[config.mk]
export PLATFORM = sky130hd
export DESIGN_NAME = bus_controller
export DESIGN_NICKNAME = d
export VERILOG_FILES = /design/src/rtl/bus_controller.sv
export SDC_FILE = /design/constraint.sdc
export NUM_CORES = 1
export LEC_CHECK = 0
export CORE_UTILIZATION = 42
export DETAILED_ROUTE_END_ITERATION = 7
export GPL_TIMING_DRIVEN = 0
export PLACE_DENSITY_LB_ADDON = 0.15
export SETUP_SLACK_MARGIN = 0.3
export SYNTH_ARGS = -nofsm -noshare
export SYNTH_HDL_FRONTEND = slang
export SYNTH_SLANG_ARGS = --single-unit
[constraint.sdc]
create_clock -name CLK -period 2.1 [get_ports CLK]
set_clock_uncertainty 0.2 [all_clocks]
set_input_delay 0.42 -clock CLK [delete_from_list [all_inputs] [get_ports CLK]]
set_output_delay 0.42 -clock CLK [all_outputs]
set_load 0.02 [all_outputs]
[src/rtl/bus_controller.sv]
// -----------------------------------------------------------------------------
// bus_controller
//
// Common control plane for N_MOD bus modules (PC, Acc, B, ALU, MAR, RAM, IR,
// OR, ...). A debounced "go" press applies the requested output/write/count
// enables to the selected module. Each module's control bits are latched
// independently, so several modules can hold settings at the same time. The
// shared bus is a register loaded from the single output-enabled module. When
// more than one module drives, the bus flags a conflict and holds its value.
//
// Ports:
//   CLK        system clock, all state updates on posedge
//   RESET      asynchronous, active-low reset
//   go         raw breadboard button (asynchronous)
//   sel        target module index; values >= N_MOD are invalid
//   oe_req     requested output enable for the target
//   we_req     requested write enable (load) for the target
//   en_req     requested count/run enable for the target
//   HLT        level-sensitive halt
//   mod_data   module outputs, module k at [k*DATA_W +: DATA_W]
//   oe_vec     per-module output enables
//   we_vec     per-module write enables
//   en_vec     per-module count/run enables
//   bus        registered shared bus
//   bus_valid  exactly one oe_vec bit was set when bus was last evaluated
//   conflict   more than one oe_vec bit is set (registered)
//   go_db      debounced go level
//   sel_err    one-cycle pulse when a press targets an invalid module
//   xfer_done  one-cycle pulse when the bus first reflects an applied command
//   halted     controller is in the HALTED state
// -----------------------------------------------------------------------------
module bus_controller #(
  parameter int DATA_W = 8,
  parameter int N_MOD  = 9,
  parameter int SEL_W  = 4,
  parameter int DB_W   = 16
) (
  input  logic                    CLK,
  input  logic                    RESET,
  input  logic                    go,
  input  logic [SEL_W-1:0]        sel,
  input  logic                    oe_req,
  input  logic                    we_req,
  input  logic                    en_req,
  input  logic                    HLT,
  input  logic [N_MOD*DATA_W-1:0] mod_data,
  output logic [N_MOD-1:0]        oe_vec,
  output logic [N_MOD-1:0]        we_vec,
  output logic [N_MOD-1:0]        en_vec,
  output logic [DATA_W-1:0]       bus,
  output logic                    bus_valid,
  output logic                    conflict,
  output logic                    go_db,
  output logic                    sel_err,
  output logic                    xfer_done,
  output logic                    halted
);

  localparam logic [1:0] ST_IDLE   = 2'd0;
  localparam logic [1:0] ST_LATCH  = 2'd1;
  localparam logic [1:0] ST_DRIVE  = 2'd2;
  localparam logic [1:0] ST_HALTED = 2'd3;

  logic [1:0]        sync_q, sync_d;
  logic [DB_W-1:0]   cnt_q, cnt_d;
  logic              go_db_q, go_db_d;
  logic              go_db_prev_q, go_db_prev_d;
  logic [1:0]        state_q, state_d;
  logic [SEL_W-1:0]  cmd_sel_q, cmd_sel_d;
  logic              cmd_oe_q, cmd_oe_d;
  logic              cmd_we_q, cmd_we_d;
  logic              cmd_en_q, cmd_en_d;
  logic [N_MOD-1:0]  oe_q, oe_d;
  logic [N_MOD-1:0]  we_q, we_d;
  logic [N_MOD-1:0]  en_q, en_d;
  logic [DATA_W-1:0] bus_q, bus_d;
  logic              bus_valid_q, bus_valid_d;
  logic              conflict_q, conflict_d;
  logic              sel_err_q, sel_err_d;
  logic              xfer_done_q, xfer_done_d;

  logic go_s;
  logic go_rise;
  logic sel_ok;
  logic oe_none;
  logic oe_multi;

  // Two-flop synchronizer for the asynchronous button; go_s is the settled copy.
  assign sync_d  = {sync_q[0], go};
  assign go_s    = sync_q[1];

  // Only the press (rising debounced level) starts a command; release is ignored.
  assign go_rise      = go_db_q & ~go_db_prev_q;
  assign go_db_prev_d = go_db_q;

  assign sel_ok = (int'(cmd_sel_q) < N_MOD);

  // A new level must survive a full counter wrap before go_db follows it.
  always_comb begin
    // NOTE: every always_comb output gets a default first so no path leaves it
    // unassigned, which would otherwise infer a latch.
    cnt_d   = cnt_q;
    go_db_d = go_db_q;
    if (go_s == go_db_q) begin
      cnt_d = '0;
    end else if (cnt_q == '1) begin
      go_db_d = go_s;
      cnt_d   = '0;
    end else begin
      cnt_d = cnt_q + 1'b1;
    end
  end

  // Command FSM: IDLE captures on a press, LATCH applies it, DRIVE lets the
  // bus register pick up the new enables and reports completion.
  always_comb begin
    state_d     = state_q;
    cmd_sel_d   = cmd_sel_q;
    cmd_oe_d    = cmd_oe_q;
    cmd_we_d    = cmd_we_q;
    cmd_en_d    = cmd_en_q;
    oe_d        = oe_q;
    we_d        = we_q;
    en_d        = en_q;
    sel_err_d   = 1'b0;
    xfer_done_d = 1'b0;

    case (state_q)
      ST_IDLE: begin
        if (go_rise) begin
          state_d   = ST_LATCH;
          cmd_sel_d = sel;
          cmd_oe_d  = oe_req;
          cmd_we_d  = we_req;
          cmd_en_d  = en_req;
        end
      end
      ST_LATCH: begin
        state_d = ST_DRIVE;
        if (sel_ok) begin
          // Write has priority: a module cannot load and drive in one command.
          we_d[cmd_sel_q] = cmd_we_q;
          oe_d[cmd_sel_q] = cmd_oe_q & ~cmd_we_q;
          en_d[cmd_sel_q] = cmd_en_q;
        end else begin
          sel_err_d = 1'b1;
        end
      end
      ST_DRIVE: begin
        state_d     = ST_IDLE;
        xfer_done_d = 1'b1;
      end
      ST_HALTED: begin
        state_d = ST_IDLE;
      end
      default: begin
        state_d = ST_IDLE;
      end
    endcase

    // Halt overrides everything, including a command in flight.
    if (HLT) begin
      state_d     = ST_HALTED;
      sel_err_d   = 1'b0;
      xfer_done_d = 1'b0;
    end
    if (HLT || (state_q == ST_HALTED)) begin
      oe_d = '0;
      we_d = '0;
      en_d = '0;
    end
  end

  // Bus register: load only from a single driver; otherwise hold the last value.
  assign oe_none  = (oe_q == '0);
  assign oe_multi = |(oe_q & (oe_q - N_MOD'(1)));

  always_comb begin
    bus_d       = bus_q;
    bus_valid_d = !oe_none && !oe_multi;
    conflict_d  = oe_multi;
    if (!oe_none && !oe_multi) begin
      for (int k = 0; k < N_MOD; k++) begin
        if (oe_q[k]) bus_d = mod_data[k*DATA_W +: DATA_W];
      end
    end
  end

  // NOTE: sequential state uses non-blocking assignments so every flop samples
  // pre-edge values regardless of statement order.
  always_ff @(posedge CLK or negedge RESET) begin
    if (!RESET) begin
      sync_q       <= '0;
      cnt_q        <= '0;
      go_db_q      <= 1'b0;
      go_db_prev_q <= 1'b0;
      state_q      <= ST_IDLE;
      cmd_sel_q    <= '0;
      cmd_oe_q     <= 1'b0;
      cmd_we_q     <= 1'b0;
      cmd_en_q     <= 1'b0;
      oe_q         <= '0;
      we_q         <= '0;
      en_q         <= '0;
      bus_q        <= '0;
      bus_valid_q  <= 1'b0;
      conflict_q   <= 1'b0;
      sel_err_q    <= 1'b0;
      xfer_done_q  <= 1'b0;
    end else begin
      sync_q       <= sync_d;
      cnt_q        <= cnt_d;
      go_db_q      <= go_db_d;
      go_db_prev_q <= go_db_prev_d;
      state_q      <= state_d;
      cmd_sel_q    <= cmd_sel_d;
      cmd_oe_q     <= cmd_oe_d;
      cmd_we_q     <= cmd_we_d;
      cmd_en_q     <= cmd_en_d;
      oe_q         <= oe_d;
      we_q         <= we_d;
      en_q         <= en_d;
      bus_q        <= bus_d;
      bus_valid_q  <= bus_valid_d;
      conflict_q   <= conflict_d;
      sel_err_q    <= sel_err_d;
      xfer_done_q  <= xfer_done_d;
    end
  end

  assign oe_vec    = oe_q;
  assign we_vec    = we_q;
  assign en_vec    = en_q;
  assign bus       = bus_q;
  assign bus_valid = bus_valid_q;
  assign conflict  = conflict_q;
  assign go_db     = go_db_q;
  assign sel_err   = sel_err_q;
  assign xfer_done = xfer_done_q;
  assign halted    = (state_q == ST_HALTED);

endmodule

==> results.sh, run 1 <==
export IMPL_ios=124
export IMPL_synth_top_flop_cell="dfrtp_1"
export IMPL_cp_slowest_cell="or4_4"
export IMPL_die_area_um2=9210
export IMPL_fmax_mhz=447
export IMPL_async_flop_share_pct=100
export IMPL_cts_tree="done"
export IMPL_synth_nets=465
export IMPL_clkLatencyLatePin_ns=0.34
export IMPL_cp_start_kind="flip-flop"
export IMPL_grt_pass1_vias=3435
export IMPL_avgSynthCellArea_um2=9.73
export IMPL_layout_drive_gt1_share_pct=21.5
export IMPL_cts_htree_levels=3
export IMPL_nets=623
export IMPL_fin_ws_ns=-0.137
export IMPL_crit_fanout=9
export IMPL_worst_path_buf_inv=1
export IMPL_cp_slowest_stage_delay_ns=0.51
export IMPL_worst_r2r_path_depth=6
export IMPL_dpl_hpwl_um=7880
export IMPL_worst_pin_slew_ns=0.860
export IMPL_hp_class="input pin to asynchronous set/reset pin"
export IMPL_finalSetupViolCount=9
export IMPL_dieHeight_um=96.0
export IMPL_worstSetupPathType="flip-flop to flip-flop"
export IMPL_grt_first_pass_wirelength_um=16800
export IMPL_slew_headroom_pct=42.7
export IMPL_ys_ff_latch=68
export IMPL_grt_use_total_pct=24.6
export IMPL_cp_end_kind="flip-flop"
export IMPL_peakVddDrop_mv=0.560
export IMPL_worstPathCellList="buf_6, or4_4, a211o_4, a22oi_4, nor2_1, a221oi_2"
export IMPL_port_buffers=123
export IMPL_pre_cts_ws_ns=-0.473
export IMPL_hold_buffers=0
export IMPL_layout_common_cells="clkdlybuf4s50_1, dfrtp_1, nor2_1"
export IMPL_diodes=0
export IMPL_post_drt_wl_per_cell_um=17.3
export IMPL_ant_nets=0
export IMPL_netlist_instances=381
export IMPL_violations="negative hold slack, negative setup slack"
export IMPL_initial_core_util_pct=44.2
export IMPL_hold_slack_ns=-0.0449
export IMPL_worst_ep_required_time_ns=2.15
export IMPL_ys_warnings_count=0
export IMPL_rsz0062_at_grt="true"
export IMPL_drt_total_wl_um=11200
export IMPL_synth_edff_count=0
export IMPL_vias=3544
export IMPL_initialDrtViolationCount=189
export IMPL_rows=33
export IMPL_cp_arrival_ns=2.28
export IMPL_dpl_instance_area_um2=5130
export IMPL_antenna_found_initial=0
export IMPL_hold_viol_final=14
export IMPL_ys_seq_area_share_pct=45.9
export IMPL_status="complete, but fails checks"
export IMPL_place_congestion=0.806
export IMPL_crit_family="compound AO/OA/AOI/OAI gates"
export IMPL_clock_path_buffers=2
export IMPL_grt_max_degree=69
export IMPL_clkTransAtPathRegs_ns=0.07
export IMPL_cts_root_buf="clkbuf_8"
export IMPL_cts_sinks=68
export IMPL_syn_cell_area_um2=3710
export IMPL_drv_cap=0
export IMPL_overflow=0
export IMPL_final_common_cell="clkdlybuf4s50_1"
export IMPL_die_w_um=96.0
export IMPL_stdcell_area_um2=5650
export IMPL_area_delta_synth_final_pct=52.4
export IMPL_numCtsBuffers=9
export IMPL_final_min_clock_period_ns=2.24
export IMPL_ys_types=50
export IMPL_powerDensity_nw_per_um2=508
export IMPL_post_route_period_util_pct=107
export IMPL_dr_pass1_iters=4
export IMPL_slew_violations=0
export IMPL_tns_ns=-0.893
export IMPL_crit_cells=6
export IMPL_nFillCells=687
export IMPL_drc=0
export IMPL_routed_via_density=5.46
export IMPL_core_area_um2=8380
export IMPL_power_leakage_nw=2.53
==> stage by stage <==
| step | std cells | power [W] | util [%] |
|---|---|---|---|
| 2_1_floorplan | 381 | 0.00160 | - |
| 3_3_place_gp | 609 | 0.00190 | 61.2 |
| 3_5_place_dp | 609 | 0.00191 | 61.2 |
| 4_1_cts | 646 | 0.00289 | 66.1 |
| 5_1_grt | 649 | 0.00300 | 67.4 |
| 6_report | 649 | 0.00287 | 67.4 |
==> metal layers <==
metal | vias to the layer above | GRT usage, % | wire, um
met2 | 143 | 43.9 | 5610
li1 | 1692 | - | -
met3 | 17 | 6.24 | 1010
met4 | 0 | 8.58 | 202
met5 | - | 0 | 0
met1 | 1692 | 28.7 | 4420
==> kinds of logic after synthesis <==
| family | after synthesis | share of synthesized area [%] |
|---|---|---|
| AO/OA/AOI/OAI | 73 | 13.4 |
| XOR/XNOR | 16 | 3.78 |
| adder cells (fa/ha/maj) | 4 | 1.15 |
| buffers and inverters | 29 | 3.10 |
| flip-flops | 68 | 45.9 |
| multiplexers | 45 | 12.7 |
| AND/OR/NAND/NOR | 146 | 20.0 |
==> timing repair <==
action	in CTS	in global routing
gates cloned	1	0
pin swaps	9	11
resized for setup	84	28
endpoints found under the setup margin	97	46
setup buffers	20	3
==> area by class of cell <==
cell class	instances	area [um^2]	area share (%)
sequential	68	1710	30.3
clock inverter	1	5.00	0.0886
multi-input combinational	284	2080	36.8
timing repair buffer	147	1370	24.3
tap	105	131	2.33
buffer	24	153	2.70
clock buffer	15	176	3.12
inverter	5	18.8	0.332
==> power breakdown <==
part | internal [W] | leakage, nW | switching [W] | total, W
Sequential | 0.00136 | 0.900 | 0.0000422 | 0.00140
Combinational | 0.000264 | 1.53 | 0.000214 | 0.000477
Clock | 0.000526 | 0.0937 | 0.000464 | 0.000990
Total | 0.00215 | 2.53 | 0.000719 | 0.00287
==> path summary, 6_finish.rpt <==
path | start | end | slack [ns]
max reg2reg | oe_vec[4]$_DFFE_PN0P_ | bus[4]$_DFFE_PN0P_ | -0.14
min reg2reg | sync_q[0]$_DFF_PN0_ | sync_q[1]$_DFF_PN0_ | 0.16
max in group asynchronous | RESET | oe_vec[6]$_DFFE_PN0P_ | 1.09
max | oe_vec[4]$_DFFE_PN0P_ | bus[4]$_DFFE_PN0P_ | -0.14
min in group CLK | sync_q[0]$_DFF_PN0_ | sync_q[1]$_DFF_PN0_ | 0.16
min | RESET | bus[4]$_DFFE_PN0P_ | -0.04
==> synth_stat cells, types with 6 or more instances <==
cell type / number / area (um^2)
o22ai_1: 7 / 43.8
nand2_1: 28 / 105
a221oi_1: 11 / 96.3
mux2i_1: 30 / 300
dfrtp_1: 68 / 1700
a21oi_1: 24 / 120
nor3_1: 13 / 65.1
mux2_2: 15 / 169
nand3_1: 21 / 105
clkbuf_1: 16 / 60.1
nor2_1: 41 / 154
nor2b_1: 12 / 75.1
o21ai_0: 16 / 80.1
xor2_1: 10 / 87.6
xnor2_1: 6 / 52.6
==> sequential cells by signal (all words and copies together) (netlist names), 2 cells and up <==
| signal | flops |
|---|---|
| cnt_q | 16 |
| en_vec | 9 |
| oe_vec | 9 |
| we_vec | 9 |
| bus | 8 |
| cmd_sel_q | 4 |
| state_q | 2 |
| sync_q | 2 |
No activity file was read; power rests on OpenSTA's default activity.
==> run 2: changes to the inputs <==
- CTS_BUF_LIST: default -> sky130_fd_sc_hd__clkbuf_16
- CTS_CLUSTER_SIZE: default -> 40
==> run 2 against run 1 <==
  * The run still ends with negative hold slack, negative setup slack left
  * Sequential power about the same
  * Die area did not move
  * Hold slack better by 0.034 ns
  * Sequential share of layout area decreased by 0.85 points
  * Worst setup slack improved by 0.0047 ns
  * Critical path type unchanged
==> results.sh, run 2 (same netlist as run 1, synthesis figures left out) <==
export IMPL_dpl_hpwl_um=7880
export IMPL_clkTransAtPathRegs_ns=0.05
export IMPL_antenna_found_initial=0
export IMPL_clock_path_buffers=2
export IMPL_cp_end_kind="flip-flop"
export IMPL_hold_buffers=0
export IMPL_post_route_period_util_pct=106
export IMPL_cp_start_kind="flip-flop"
export IMPL_numCtsBuffers=9
export IMPL_startpoint="oe_vec[5]$_DFFE_PN0P_"
export IMPL_crit_fanout=7
export IMPL_cp_slowest_cell="or4_4"
export IMPL_reg2reg_from="oe_vec[5]$_DFFE_PN0P_"
export IMPL_worst_pin_slew_ns=0.853
export IMPL_peakVddDrop_mv=0.412
export IMPL_vias=3589
export IMPL_grt_first_pass_wirelength_um=16800
export IMPL_rsz0062_at_grt="true"
export IMPL_grt_pass1_vias=3452
export IMPL_worst_r2r_path_depth=5
export IMPL_layout_drive_gt1_share_pct=23.6
export IMPL_powerDensity_nw_per_um2=549
export IMPL_hold_slack_ns=-0.0114
export IMPL_post_drt_wl_per_cell_um=17.7
export IMPL_routed_via_density=5.50
export IMPL_power_leakage_nw=2.56
export IMPL_crit_cells=5
export IMPL_port_buffers=123
export IMPL_cts_htree_levels=3
export IMPL_crit_family="simple AND/OR/NAND/NOR gates"
export IMPL_fmax_mhz=448
export IMPL_overflow=0
export IMPL_ant_nets=0
export IMPL_core_area_um2=8380
export IMPL_violations="negative hold slack, negative setup slack"
export IMPL_largest_reg_flops=16
export IMPL_drc=0
export IMPL_nets=626
export IMPL_fin_ws_ns=-0.133
export IMPL_layout_common_cells="clkdlybuf4s50_1, dfrtp_1, dlygate4sd2_1"
export IMPL_ios=124
export IMPL_final_min_clock_period_ns=2.23
export IMPL_clkLatencyLatePin_ns=0.33
export IMPL_hp_class="input pin to asynchronous set/reset pin"
export IMPL_worstPathCellList="or4_4, or3_4, a22oi_4, nor2_1, a221oi_2"
export IMPL_rows=33
export IMPL_dr_pass1_iters=4
export IMPL_hold_viol_final=6
export IMPL_final_common_cell="clkdlybuf4s50_1"
export IMPL_finalSetupViolCount=9
export IMPL_initialDrtViolationCount=235
export IMPL_cp_slowest_stage_delay_ns=0.56
export IMPL_pre_cts_ws_ns=-0.473
export IMPL_status="complete, but fails checks"
export IMPL_drv_cap=0
export IMPL_diodes=0
export IMPL_die_area_um2=9210
export IMPL_cp_arrival_ns=2.27
export IMPL_dp_cells=609
export IMPL_worstSetupPathType="flip-flop to flip-flop"
export IMPL_grt_max_degree=69
export IMPL_drt_total_wl_um=11500
export IMPL_worst_ep_required_time_ns=2.13
export IMPL_cts_sinks=68
export IMPL_worst_path_buf_inv=0
export IMPL_cts_tree="done"
export IMPL_cts_root_buf="clkbuf_16"
export IMPL_area_delta_synth_final_pct=56.8
export IMPL_initial_core_util_pct=44.2
export IMPL_slew_headroom_pct=43.2
export IMPL_instances_no_fill=652
export IMPL_place_congestion=0.806
export IMPL_die_w_um=96.0
export IMPL_slew_violations=0
export IMPL_grt_use_total_pct=24.7
export IMPL_top_register="cnt_q"
export IMPL_dieHeight_um=96.0
## run 2: cell count changes in the layout (fill, tap and decap cells not counted), sizes merged
cell and change:
inv +3, buf +4, dlygate4sd2 +1, clkinv +3
clkbuf -8
## run 2: power breakdown
part	leakage [nW]	switching (W)	internal, W
Sequential	0.900	0.0000424	0.00136
Combinational	1.52	0.000226	0.000271
Clock	0.136	0.000516	0.000770
## run 2: final cells by class
| class | count | area [um^2] |
|---|---|---|
| buffer | 24 | 154 |
| clock buffer | 9 | 225 |
| clock inverter | 7 | 27.5 |
| fill | 673 | 2570 |
| inverter | 5 | 18.8 |
| multi-input combinational | 284 | 2140 |
| sequential | 68 | 1710 |
| tap | 105 | 131 |
| timing repair buffer | 150 | 1400 |
## run 2: path summary, 6_finish.rpt
kind                                          to  slack [ns]
setup / recovery              bus[2]$_DFFE_PN0P_       -0.13
hold / removal                bus[4]$_DFFE_PN0P_       -0.01
setup reg to reg              bus[2]$_DFFE_PN0P_       -0.13
hold reg to reg              sync_q[1]$_DFF_PN0_        0.16
max in group asynchronous  oe_vec[1]$_DFFE_PN0P_        1.08
min in group CLK             sync_q[1]$_DFF_PN0_        0.16
## run 2: metal layers
layer	routed length (um)	GRT usage, %
met4	215	9.20
met2	5800	44.8
met3	993	5.53
met5	0	0
met1	4510	28.4
## run 2: through the flow
step                      power, W  cell area [um^2]  util (%)  setup TNS, ns  hold slack (ns)
after floorplan            0.00160              3770         -         -0.494          -0.0756
after global placement     0.00190              5130      61.2        -130.96            0.134
after detailed placement   0.00191              5130      61.2          -5.83            0.142
after CTS                  0.00318              5570      66.5          -1.28           0.0373
after global routing       0.00331              5810      69.4          -1.78           0.0711
final                      0.00319              5810      69.4          -1.04          -0.0114
## run 2: timing repair
| action | in CTS | in global routing |
|---|---|---|
| gates cloned | 0 | 1 |
| gates resized for setup | 74 | 60 |
| setup endpoints to repair | 97 | 39 |
| pin swaps | 5 | 12 |
| buffers inserted | 18 | 8 |
